[src/rtl/booth_pkg.sv]
// Shared types and helpers for the radix-4 Booth multiplier: FSM states,
// recoded digit type, iteration count and triplet recoding.
package booth_pkg;

  typedef enum logic [1:0] {IDLE, CALC, DONE} state_t;

  typedef enum logic [2:0] {ZERO, POS1, POS2, NEG1, NEG2} digit_t;

  // One iteration per pair of extended multiplier bits (WIDTH+2 bits).
  function automatic int booth_iters(input int width);
    return width / 2 + 1;
  endfunction

  function automatic digit_t booth_recode(input logic [2:0] triplet);
    digit_t d;
    case (triplet)
      3'b001, 3'b010: d = POS1;
      3'b011:         d = POS2;
      3'b100:         d = NEG2;
      3'b101, 3'b110: d = NEG1;
      default:        d = ZERO;
    endcase
    return d;
  endfunction

endpackage

[src/rtl/booth_r4_recoder.sv]
// Combinational radix-4 Booth recoder: turns a multiplier triplet and the
// extended multiplicand into one signed partial product.
module booth_r4_recoder
  import booth_pkg::*;
#(
  parameter int WIDTH = 32
) (
  input  logic [2:0]       triplet,
  input  logic [WIDTH+1:0] a_ext,
  output logic [WIDTH+2:0] pp
);

  logic [WIDTH+2:0] a_x1;
  logic [WIDTH+2:0] a_x2;

  assign a_x1 = {a_ext[WIDTH+1], a_ext};
  assign a_x2 = {a_ext, 1'b0};

  always_comb begin
    pp = '0;
    case (booth_recode(triplet))
      POS1:    pp = a_x1;
      POS2:    pp = a_x2;
      NEG1:    pp = -a_x1;
      NEG2:    pp = -a_x2;
      default: pp = '0;
    endcase
  end

endmodule

[src/rtl/booth_mult_r4.sv]
// Sequential radix-4 Booth multiplier, two multiplier bits per clock.
// Optional early termination: define BOOTH_MULT_R4_EARLY_TERM_EN.
module booth_mult_r4
  import booth_pkg::*;
#(
  parameter int WIDTH = 32
) (
  input  logic               clk,
  input  logic               clr,
  input  logic               start,
  input  logic               signed_mode,
  input  logic [WIDTH-1:0]   a,
  input  logic [WIDTH-1:0]   b,
  output logic               busy,
  output logic               done,
  output logic [2*WIDTH-1:0] product
);

  localparam int N     = booth_iters(WIDTH);
  localparam int IW    = $clog2(N);
  localparam int EW    = WIDTH + 2;
  localparam int ACC_W = 2 * WIDTH + 4;

  state_t               state_q;
  logic [EW-1:0]        a_q, b_q;
  logic                 prev_q;
  logic [IW-1:0]        iter_q;
  logic [ACC_W-1:0]     acc_q;
  logic                 busy_q, done_q;
  logic [2*WIDTH-1:0]   product_q;

  logic [EW-1:0]        a_ext_d, b_ext_d, b_d;
  logic [EW:0]          pp;
  logic [ACC_W-1:0]     pp_ext, acc_d;
  logic                 last_iter;

  booth_r4_recoder #(.WIDTH(WIDTH)) u_recoder (
    .triplet ({b_q[1:0], prev_q}),
    .a_ext   (a_q),
    .pp      (pp)
  );

  always_comb begin
    a_ext_d = signed_mode ? {{2{a[WIDTH-1]}}, a} : {2'b00, a};
    b_ext_d = signed_mode ? {{2{b[WIDTH-1]}}, b} : {2'b00, b};
    pp_ext  = {{(ACC_W-EW-1){pp[EW]}}, pp};
    acc_d   = acc_q + (pp_ext << {iter_q, 1'b0});
    // Arithmetic shift keeps the padding consistent with the sign extension.
    b_d     = {{2{b_q[EW-1]}}, b_q[EW-1:2]};
  end

`ifdef BOOTH_MULT_R4_EARLY_TERM_EN
  // Remaining bits plus the last-examined bit all equal: every later digit is 0.
  assign last_iter = (iter_q == IW'(N-1)) || (&b_q[EW-1:1]) || ~(|b_q[EW-1:1]);
`else
  assign last_iter = (iter_q == IW'(N-1));
`endif

  always_ff @(posedge clk or posedge clr) begin
    if (clr) begin
      state_q   <= IDLE;
      a_q       <= '0;
      b_q       <= '0;
      prev_q    <= 1'b0;
      iter_q    <= '0;
      acc_q     <= '0;
      busy_q    <= 1'b0;
      done_q    <= 1'b0;
      product_q <= '0;
    end else begin
      case (state_q)
        CALC: begin
          acc_q  <= acc_d;
          b_q    <= b_d;
          prev_q <= b_q[1];
          iter_q <= iter_q + 1'b1;
          if (last_iter) begin
            state_q   <= DONE;
            busy_q    <= 1'b0;
            done_q    <= 1'b1;
            product_q <= acc_d[2*WIDTH-1:0];
          end
        end
        IDLE, DONE: begin
          done_q <= 1'b0;
          if (start) begin
            state_q <= CALC;
            busy_q  <= 1'b1;
            a_q     <= a_ext_d;
            b_q     <= b_ext_d;
            prev_q  <= 1'b0;
            iter_q  <= '0;
            acc_q   <= '0;
          end else begin
            state_q <= IDLE;
          end
        end
        default: state_q <= IDLE;
      endcase
    end
  end

  assign busy    = busy_q;
  assign done    = done_q;
  assign product = product_q;

endmodule
[config.mk]
export PLATFORM = sky130hd
export DESIGN_NAME = booth_mult_r4
export DESIGN_NICKNAME = d
export VERILOG_FILES = /design/src/rtl/booth_pkg.sv /design/src/rtl/booth_r4_recoder.sv /design/src/rtl/booth_mult_r4.sv
export SDC_FILE = /design/constraint.sdc
export NUM_CORES = 1
export LEC_CHECK = 0
export ABC_AREA = 1
export BUFFER_PORTS_ARGS = -buffer_cell sky130_fd_sc_hd__buf_2
export CORE_MARGIN = 5
export CORE_UTILIZATION = 30
export CTS_BUF_LIST = sky130_fd_sc_hd__clkbuf_4 sky130_fd_sc_hd__clkbuf_8
export DETAILED_ROUTE_END_ITERATION = 16
export GPL_ROUTABILITY_DRIVEN = 0
export PLACE_DENSITY = 0.53
export SLEW_MARGIN = 20
export SYNTH_ARGS = -nofsm -noshare
export SYNTH_HDL_FRONTEND = slang
export SYNTH_SLANG_ARGS = --single-unit
[constraint.sdc]
create_clock -name clk -period 8.4 [get_ports clk]
set_clock_uncertainty 0.2 [all_clocks]
set_input_delay 2.1 -clock clk [delete_from_list [all_inputs] [get_ports clk]]
set_output_delay 2.1 -clock clk [all_outputs]
set_load 0.05 [all_outputs]
Yosys cells after proc, flatten, opt, wreduce, memory -nomap -nowiden. Cells that the tools add are included.

Bits in registers: 210. Bits of input ports: 68. Output and inout bits: 66. Word-level logic and storage cells: 62.

Add/subtract/negate cells: 4. Eq/ne operators: 15. Shift-type cells: 1. Multiplexer cells: 20. Bitwise gates (word level): 1. Reduce and logical (&&, ||, !) cells: 11.

Operators with widths (number): $pmux 35 s4 (1); $pmux 68 s2 (1); $mux 34 (3); $neg 35->35 (2); $add 68x68->68 (1); $mux 68 (1); $pmux 34 s2 (1); $shl 68x6->68 (1); $eq 3x2->1 const B (4); $eq 3x3->1 const B (4); $pmux 3 s4 (1); $pmux 5 s2 (1); $reduce_and 2->1 (4); $eq 3x1->1 const B (2); $pmux 1 s2 (3); $reduce_and 3->1 (2); $reduce_or 2->1 (3); $add 5x1->5 const B (1); $eq 5x5->1 const B (1); $mux 1 (5); $mux 5 (1); $ne 2x2->1 const B (2); $pmux 2 s2 (1); $eq 2x1->1 const B (1); other kinds (5) (5).

Longest topological paths before layout. Gate-level depths: netlist of the first run.

Word-level depth: 8. Depth in mapped cells: 36. Mapped depth without buffers: 35.

Modules after synthesis. From an unflattened synthesis of the first run, not the netlist that was laid out.

Cells, all modules: 2801. Area, all modules: 17361.7 sq um.

Modules (own cells, without submodules): booth_mult_r4 (instances 1, cells an instance 2404, area each 15382.3 sq um, seq. area each 5129.9 sq um); booth_r4_recoder (instances 1, cells an instance 397, area each 1979.4 sq um, seq. area each 0.0 sq um).

Worst setup path after synthesis of the first run. Ideal clock, no wire load.

Kind: reg2reg. Start: register a_q[0]. End: register acc_q[41]. Library setup time: 118 ps. Data arrival time: 3817 ps. Data required time: 8082 ps. Path slack: 4265 ps. Cell stages (with the launch flop): 30. Path buffers: 1. Period minus slack after synthesis: 4135 ps. Cells stage by stage: dfrtp_1 inv_1 ha_1 nand2_2 nor2_4 buf_6 nand3_1 nand3_1 o211ai_1 or2_1 o211ai_1 nand3_1 nand2_1 nand2_1 nand2_1 nor2_1 ha_1 a21oi_1 inv_1 a21oi_1 inv_1 a21oi_1 o21ai_0 a21oi_1 o21ai_0 nand2_1 nand2_1 or2_2 nand3_1 nand2_1.

Longest elaborated chain between the ends: 5. Elaborated cells between the ends (all ways): 6. Those cells by class: 3 x add/sub; 1 x shift; 2 x mux.

RTL lines: start, declared (line booth_mult_r4.sv:25) `logic [EW-1:0] a_q, b_q;`; start signal, assigned (line booth_mult_r4.sv:89) `a_q <= a_ext_d;`; $neg 35->35, on equally long branches (line booth_r4_recoder.sv:24, booth_r4_recoder.sv:25); $pmux 35 s4 * (line booth_r4_recoder.sv:21) `case (booth_recode(triplet))`; $shl 68x6->68 * (line booth_mult_r4.sv:47) `acc_d = acc_q + (pp_ext << {iter_q, 1'b0});`; $add 68x68->68 * (line booth_mult_r4.sv:47); $pmux 68 s2 * (line booth_mult_r4.sv:71) `case (state_q)`; end signal, assigned (line booth_mult_r4.sv:66) `acc_q <= '0;`; end signal, assigned (line booth_mult_r4.sv:73) `acc_q <= acc_d;`; end signal, assigned (line booth_mult_r4.sv:93) `acc_q <= '0;`; end, declared (line booth_mult_r4.sv:28) `logic [ACC_W-1:0] acc_q;`.

Mark *: on every way between the ends. The rest lies on a longest branch, timed or not. A chain may end at the register's enable or synchronous reset.

Final worst setup path of the first run.
Start: register a_q[0]. End: register product_q[36] (netlist: product[36]).

Longest elaborated chain between the ends: 4. Elaborated cells between the ends (all ways): 5. Those cells by class: 3 x add/sub; 1 x shift; 1 x mux.

RTL lines: $neg 35->35, on equally long branches (line booth_r4_recoder.sv:24, booth_r4_recoder.sv:25); $pmux 35 s4 * (line booth_r4_recoder.sv:21); $shl 68x6->68 * (line booth_mult_r4.sv:47); $add 68x68->68 * (line booth_mult_r4.sv:47); end signal, assigned (line booth_mult_r4.sv:81) `product_q <= acc_d[2*WIDTH-1:0];`; end, declared (line booth_mult_r4.sv:30) `logic [2*WIDTH-1:0] product_q;`.

Marks and branches as above.

==> results of run 1 <==
-- layer usage --
layer / part of all wire (%) / wire length, um / global-route usage, % / vias up
met5: 0 / 0 / 0 / -
met3: 8.3 / 5207 / 3.931 / 115
met4: 2.6 / 1633 / 5.178 / 0
met2: 45 / 27950 / 32.77 / 755
met1: 44 / 27740 / 28.40 / 8416
li1: - / - / - / 8662
-- cell usage after synthesis, types with 2 or more instances --
cell type,instances,area (um^2)
nor2_2,8,50.05
o21a_1,10,75.07
dfrtp_1,205,5130
nor3_1,21,105.1
a31oi_1,23,143.9
buf_2,21,105.1
o211ai_1,36,270.3
nor2_4,4,45.04
or2_2,18,112.6
buf_6,2,22.52
a21oi_1,106,530.5
nand4_1,28,175.2
buf_1,24,90.09
a32o_1,4,40.04
xor2_1,14,122.6
o21ai_1,33,165.2
ha_1,66,825.8
inv_2,4,15.01
o21ai_0,223,1116
nor2_1,194,728.2
or2_1,6,37.54
a221oi_1,5,43.79
a211oi_1,2,15.01
nor4_1,9,56.30
mux2i_1,6,60.06
buf_4,2,15.01
nand2_2,5,31.28
o21bai_1,7,52.55
nand3_1,295,1476
o31ai_1,3,22.52
clkbuf_1,59,221.5
inv_1,258,968.4
nand2_1,746,2800
nand3b_1,10,75.07
and3_1,2,12.51
xnor2_1,21,183.9
nand3_2,2,20.02
a21boi_0,5,37.54
o22ai_1,30,187.7
o21ai_2,4,35.03
o2111ai_1,8,70.07
clkinv_1,4,15.01
-- sequential cells by signal (all words and copies together), names as in the netlist --
| register | flops |
|---|---|
| acc_q | 64 |
| state_q | 2 |
| done | 1 |
| prev_q | 1 |
| a_q | 33 |
| b_q | 34 |
| busy | 1 |
| iter_q | 5 |
| product | 64 |
-- layout make-up --
| type | instances | area (um^2) |
|---|---|---|
| diodes | 1 | 2.502 |
| flip-flops and latches | 205 | 5131 |
| well taps | 696 | 870.8 |
| clock buffers | 61 | 758.2 |
| clock inverters | 15 | 98.84 |
| fillers | 5914 | 35450 |
| repair buffers | 154 | 823.3 |
| multi-input cells | 1966 | 9882 |
| inverters | 266 | 1011 |
-- critical path: stages (launching register included) --
cell and delay, ns:
dfrtp_1 0.38, inv_1 0.18, ha_1 0.26, inv_1 0.07, nor3_1 0.59, nand2_1 0.12
nand2_1 0.09, inv_1 0.06, nand2_1 0.05, nand3_1 0.09, nand2_1 0.09, nand2_1 0.07
nand2_1 0.08, nand2_1 0.05, nand2_1 0.05, o21ai_0 0.11, o21ai_0 0.54, nor2_1 0.15
ha_1 0.42, nand2_1 0.14, nor3_1 0.63, nand3_1 0.12, o21ai_0 0.76, nand2_1 0.10
nand2_1 0.16, xnor2_1 0.29, o21ai_0 0.13
-- worst paths after layout --
check | from | end | slack, ns | cells past startpoint
setup / recovery | a_q[0]$_DFFE_PP0P_ | product[36]$_DFFE_PP0P_ | 2.26 | 26
hold / removal | done$_DFFE_PP0P_ | done$_DFFE_PP0P_ | 0.27 | 2
setup reg to reg | a_q[0]$_DFFE_PP0P_ | product[36]$_DFFE_PP0P_ | 2.26 | 26
hold reg to reg | done$_DFFE_PP0P_ | done$_DFFE_PP0P_ | 0.27 | 2
max in group asynchronous | clr | a_q[17]$_DFFE_PP0P_ | 5.07 | 3
min in group asynchronous | clr | product[16]$_DFFE_PP0P_ | 1.42 | 2
-- through the flow --
stage	util [%]	instance area [um^2]	hold WS, ns	setup WS (ns)
2_1_floorplan	-	16440	0.2554	0.5042
3_3_place_gp	32.79	17710	0.2622	2.636
3_5_place_dp	32.79	17710	0.2618	2.610
4_1_cts	34.37	18570	0.2780	2.573
5_1_grt	34.39	18580	0.2922	2.004
6_report	34.39	18580	0.2717	2.257
-- kinds of logic after synthesis --
group	synth area share, %
xor+xnor	1.963
compound gates	17.38
fa+ha+maj	5.143
simple gates	35.12
buf+inv	8.834
flops	31.20
mux	0.3652
==> out/metrics.yaml, run 1 <==
yosysWarningCount: 0
slew_viol_final: 0
grt-ovfl-total: 0
path_clk_slew_ns: 0.06
cp-start-kind: "flop"
cts_tree: "done"
rsz0062_at_grt: "no"
vias: 17948
cts.sinks: 205
rows: 85
crit_fanout: 6
die_y_um: 244.1
grt_max_degree: 138
final_cells: 3364
worstPathArrival_ns: 6.39
drive_gt1_share_pct: 10.80
tns_ns: 0
critPathCaptureType: "flop"
port_buffers: 133
fin_crit_sh_pct: 73.13
cts_buffers: 41
post_cts_buffers: 0
clk_path_buf_depth: 3
ys.flop_type: "dfrtp_1"
post-dp-hpwl_um: 48220
path_class: "reg -> reg"
via_per_inst: 5.335
synth_cell_type_count: 54
insertion_delay_ns: 0.61
syn-num-nets: 2680
final_net_count: 2769
antenna_found_initial: 1
drc: 0
synth-seq-cells: 205
synth_edf_count: 0
grtUsageTotal_pct: 20.41
first_iter_violations: 2079
fmax_mhz: 162.8
hp-class: "reg -> reg"
ant_nets: 0
layout_common_cells: "nand2_1, nand3_1, inv_1, o21ai_0, dfrtp_1"
io_pins: 134
async_reset_ff_share_pct: 100.0
cts.hold.buffers_added: 0
required_ns: 8.65
grt_pass1_vias: 17279
htreeDepth: 2
drt-wirelength-per-cell_um: 18.59
avgSynthCellArea_um2: 6.462
firstDrtPassIters: 6
synthesis.area_um2: 16440
seq_area_frac_synth_pct: 31.20
tightestPinTransition_ns: 1.005
hold_viol: 0
syn_to_final_growth_pct: 12.97
core_um2: 54030
setup_viol: 0
start_util_pct: 30.44
fin_crit_ns: 6.143
grt_pass1_wl_um: 98240
die-width_um: 244.1
totalWireLength_um: 62530
place_inst: 3287
status: "complete, no violations"
clockRootBuffer: "clkbuf_8"
syn_inst: 2545
layout_commonest_cell: "nand2_1"
post_cts_resized: 0
die_area_um2: 59600
slew_headroom_pct: 33.02
max_cap_violations: 0
Power of run 1 is not shown: default switching activity piles up to over one toggle a cycle in this logic, so the estimate is an artifact.
==> run 2: changes to the inputs <==
- clock period: 8.4 -> 5.9 ns (I/O delays scaled with it)
==> out/metrics.yaml, run 2 (synthesis results as in run 1) <==
status: "complete, no violations"
clockRootBuffer: "clkbuf_8"
ant_nets: 0  # unchanged
drt-wirelength-per-cell_um: 18.40  # -0.99%
grt-ovfl-total: 0  # unchanged
path_class: "reg -> reg"
cts.sinks: 205  # unchanged
drc: 0  # unchanged
post-dp-hpwl_um: 48400  # +0.38%
layout_common_cells: "nand2_1, nand3_1, inv_1, o21ai_0, dfrtp_1"
cts.hold.buffers_added: 0  # unchanged
crit_fanout: 9  # +3
cts_buffers: 40  # -2.4%
port_buffers: 133  # unchanged
slew_headroom_pct: 34.78  # +1.8 points
insertion_delay_ns: 0.60  # about the same
die-width_um: 244.1  # unchanged
cp-start-kind: "flop"
start_util_pct: 30.44  # unchanged
antenna_found_initial: 1  # unchanged
critPathCaptureType: "flop"
rows: 85  # unchanged
cp_num_buf_inv: 3  # unchanged
totalWireLength_um: 62170  # -0.57%
rsz0062_at_grt: "no"
grt_max_degree: 127  # -8.0%
worst_slack_ns: 0.3149  # -1.942 ns
layout_commonest_cell: "nand2_1"
hold_viol: 0  # unchanged
first_iter_violations: 2273  # +9.3%
grtUsageTotal_pct: 20.25  # -0.16 points
hp-class: "reg -> reg"
dp_slack_ns: 0.2034  # -2.406 ns
path_clk_slew_ns: 0.06  # about the same
cts_tree: "done"
drive_gt1_share_pct: 11.30  # +0.50 points
core_um2: 54030  # unchanged
worstPathArrival_ns: 5.86  # -0.53 ns
slew_viol_final: 0  # unchanged
fin_util_pct: 34.74  # +0.35 points
tns_ns: 0  # unchanged
cp_slowest_stage_delay_ns: 0.37  # -0.39 ns
final_net_count: 2785  # +0.58%
grt_pass1_vias: 17054  # -1.3%
max_cap_violations: 0  # unchanged
firstDrtPassIters: 6  # unchanged
setup_viol: 0  # unchanged
clk_path_buf_depth: 3  # unchanged
cp_slowest_cell: "dfrtp_1"
fin_crit_sh_pct: 94.66  # +22 points
die_y_um: 244.1  # unchanged
htreeDepth: 2  # unchanged
multi_input_area_um2: 9886  # about the same
fin_crit_ns: 5.585  # -0.5578 ns
num-fill-cells: 5963  # +0.83%
die_area_um2: 59600  # unchanged
path_delay_family: "simple AND/OR/NAND/NOR gates"
io_pins: 134  # unchanged
via_per_inst: 5.331  # about the same
syn_to_final_growth_pct: 14.13
vias: 18007  # +0.33%
seq_area_um2: 5131  # unchanged
fmax_mhz: 179.0  # +10%
required_ns: 6.18  # -2.47 ns
tightestPinTransition_ns: 0.9783  # -0.02643 ns
grt_pass1_wl_um: 97100  # -1.2%
whs_ns: 0.2727  # +0.0009360 ns
-- run 2: worst min-delay path, cell delays in order (launching register included) --
cell	delay (ns)
dfrtp_1	0.34
nand2_1	0.05
nand2_1	0.05
-- run 2: final cells by class --
| cell class | count | area share, % |
|---|---|---|
| Timing Repair Buffer | 171 | 5.133 |
| Clock buffer | 64 | 4.327 |
| Inverter | 266 | 5.340 |
| Multi-Input combinational cell | 1966 | 52.67 |
| Clock inverter | 9 | 0.5333 |
| Tap cell | 696 | 4.640 |
| Antenna cell | 1 | 0.01333 |
| Sequential cell | 205 | 27.34 |
-- run 2: through the flow --
step           cell area, um^2  std cells
2_1_floorplan            16450       2545
3_3_place_gp             17830       3301
3_5_place_dp             17830       3301
4_1_cts                  18740       3374
5_1_grt                  18770       3378
6_report                 18770       3378
-- run 2: worst paths after layout --
path / from / endpoint / slack [ns] / cells past startpoint
worst max register to register: a_q[0]$_DFFE_PP0P_ / product[33]$_DFFE_PP0P_ / 0.31 / 27
worst max-delay path: a_q[0]$_DFFE_PP0P_ / product[33]$_DFFE_PP0P_ / 0.31 / 27
worst min register to register: product[41]$_DFFE_PP0P_ / product[41]$_DFFE_PP0P_ / 0.27 / 2
max in group asynchronous: clr / acc_q[62]$_DFFE_PP0P_ / 3.64 / 3
worst min-delay path: product[41]$_DFFE_PP0P_ / product[41]$_DFFE_PP0P_ / 0.27 / 2
min in group asynchronous: clr / product[14]$_DFFE_PP0P_ / 0.69 / 2
-- run 2: layer usage --
layer | vias up | wire length, um | GRT usage, %
met5 | - | 0 | 0
met4 | 0 | 2232 | 6.804
met3 | 130 | 5227 | 4.368
met2 | 776 | 27060 | 31.24
met1 | 8417 | 27650 | 28.25
li1 | 8684 | - | -
-- run 2: repair_timing --
item / in CTS / in global routing
gates resized for setup: 0 / 1
endpoints found under the setup margin: 0 / 6
buffers inserted: 0 / 3
Power of run 2 is left out for the same reason.
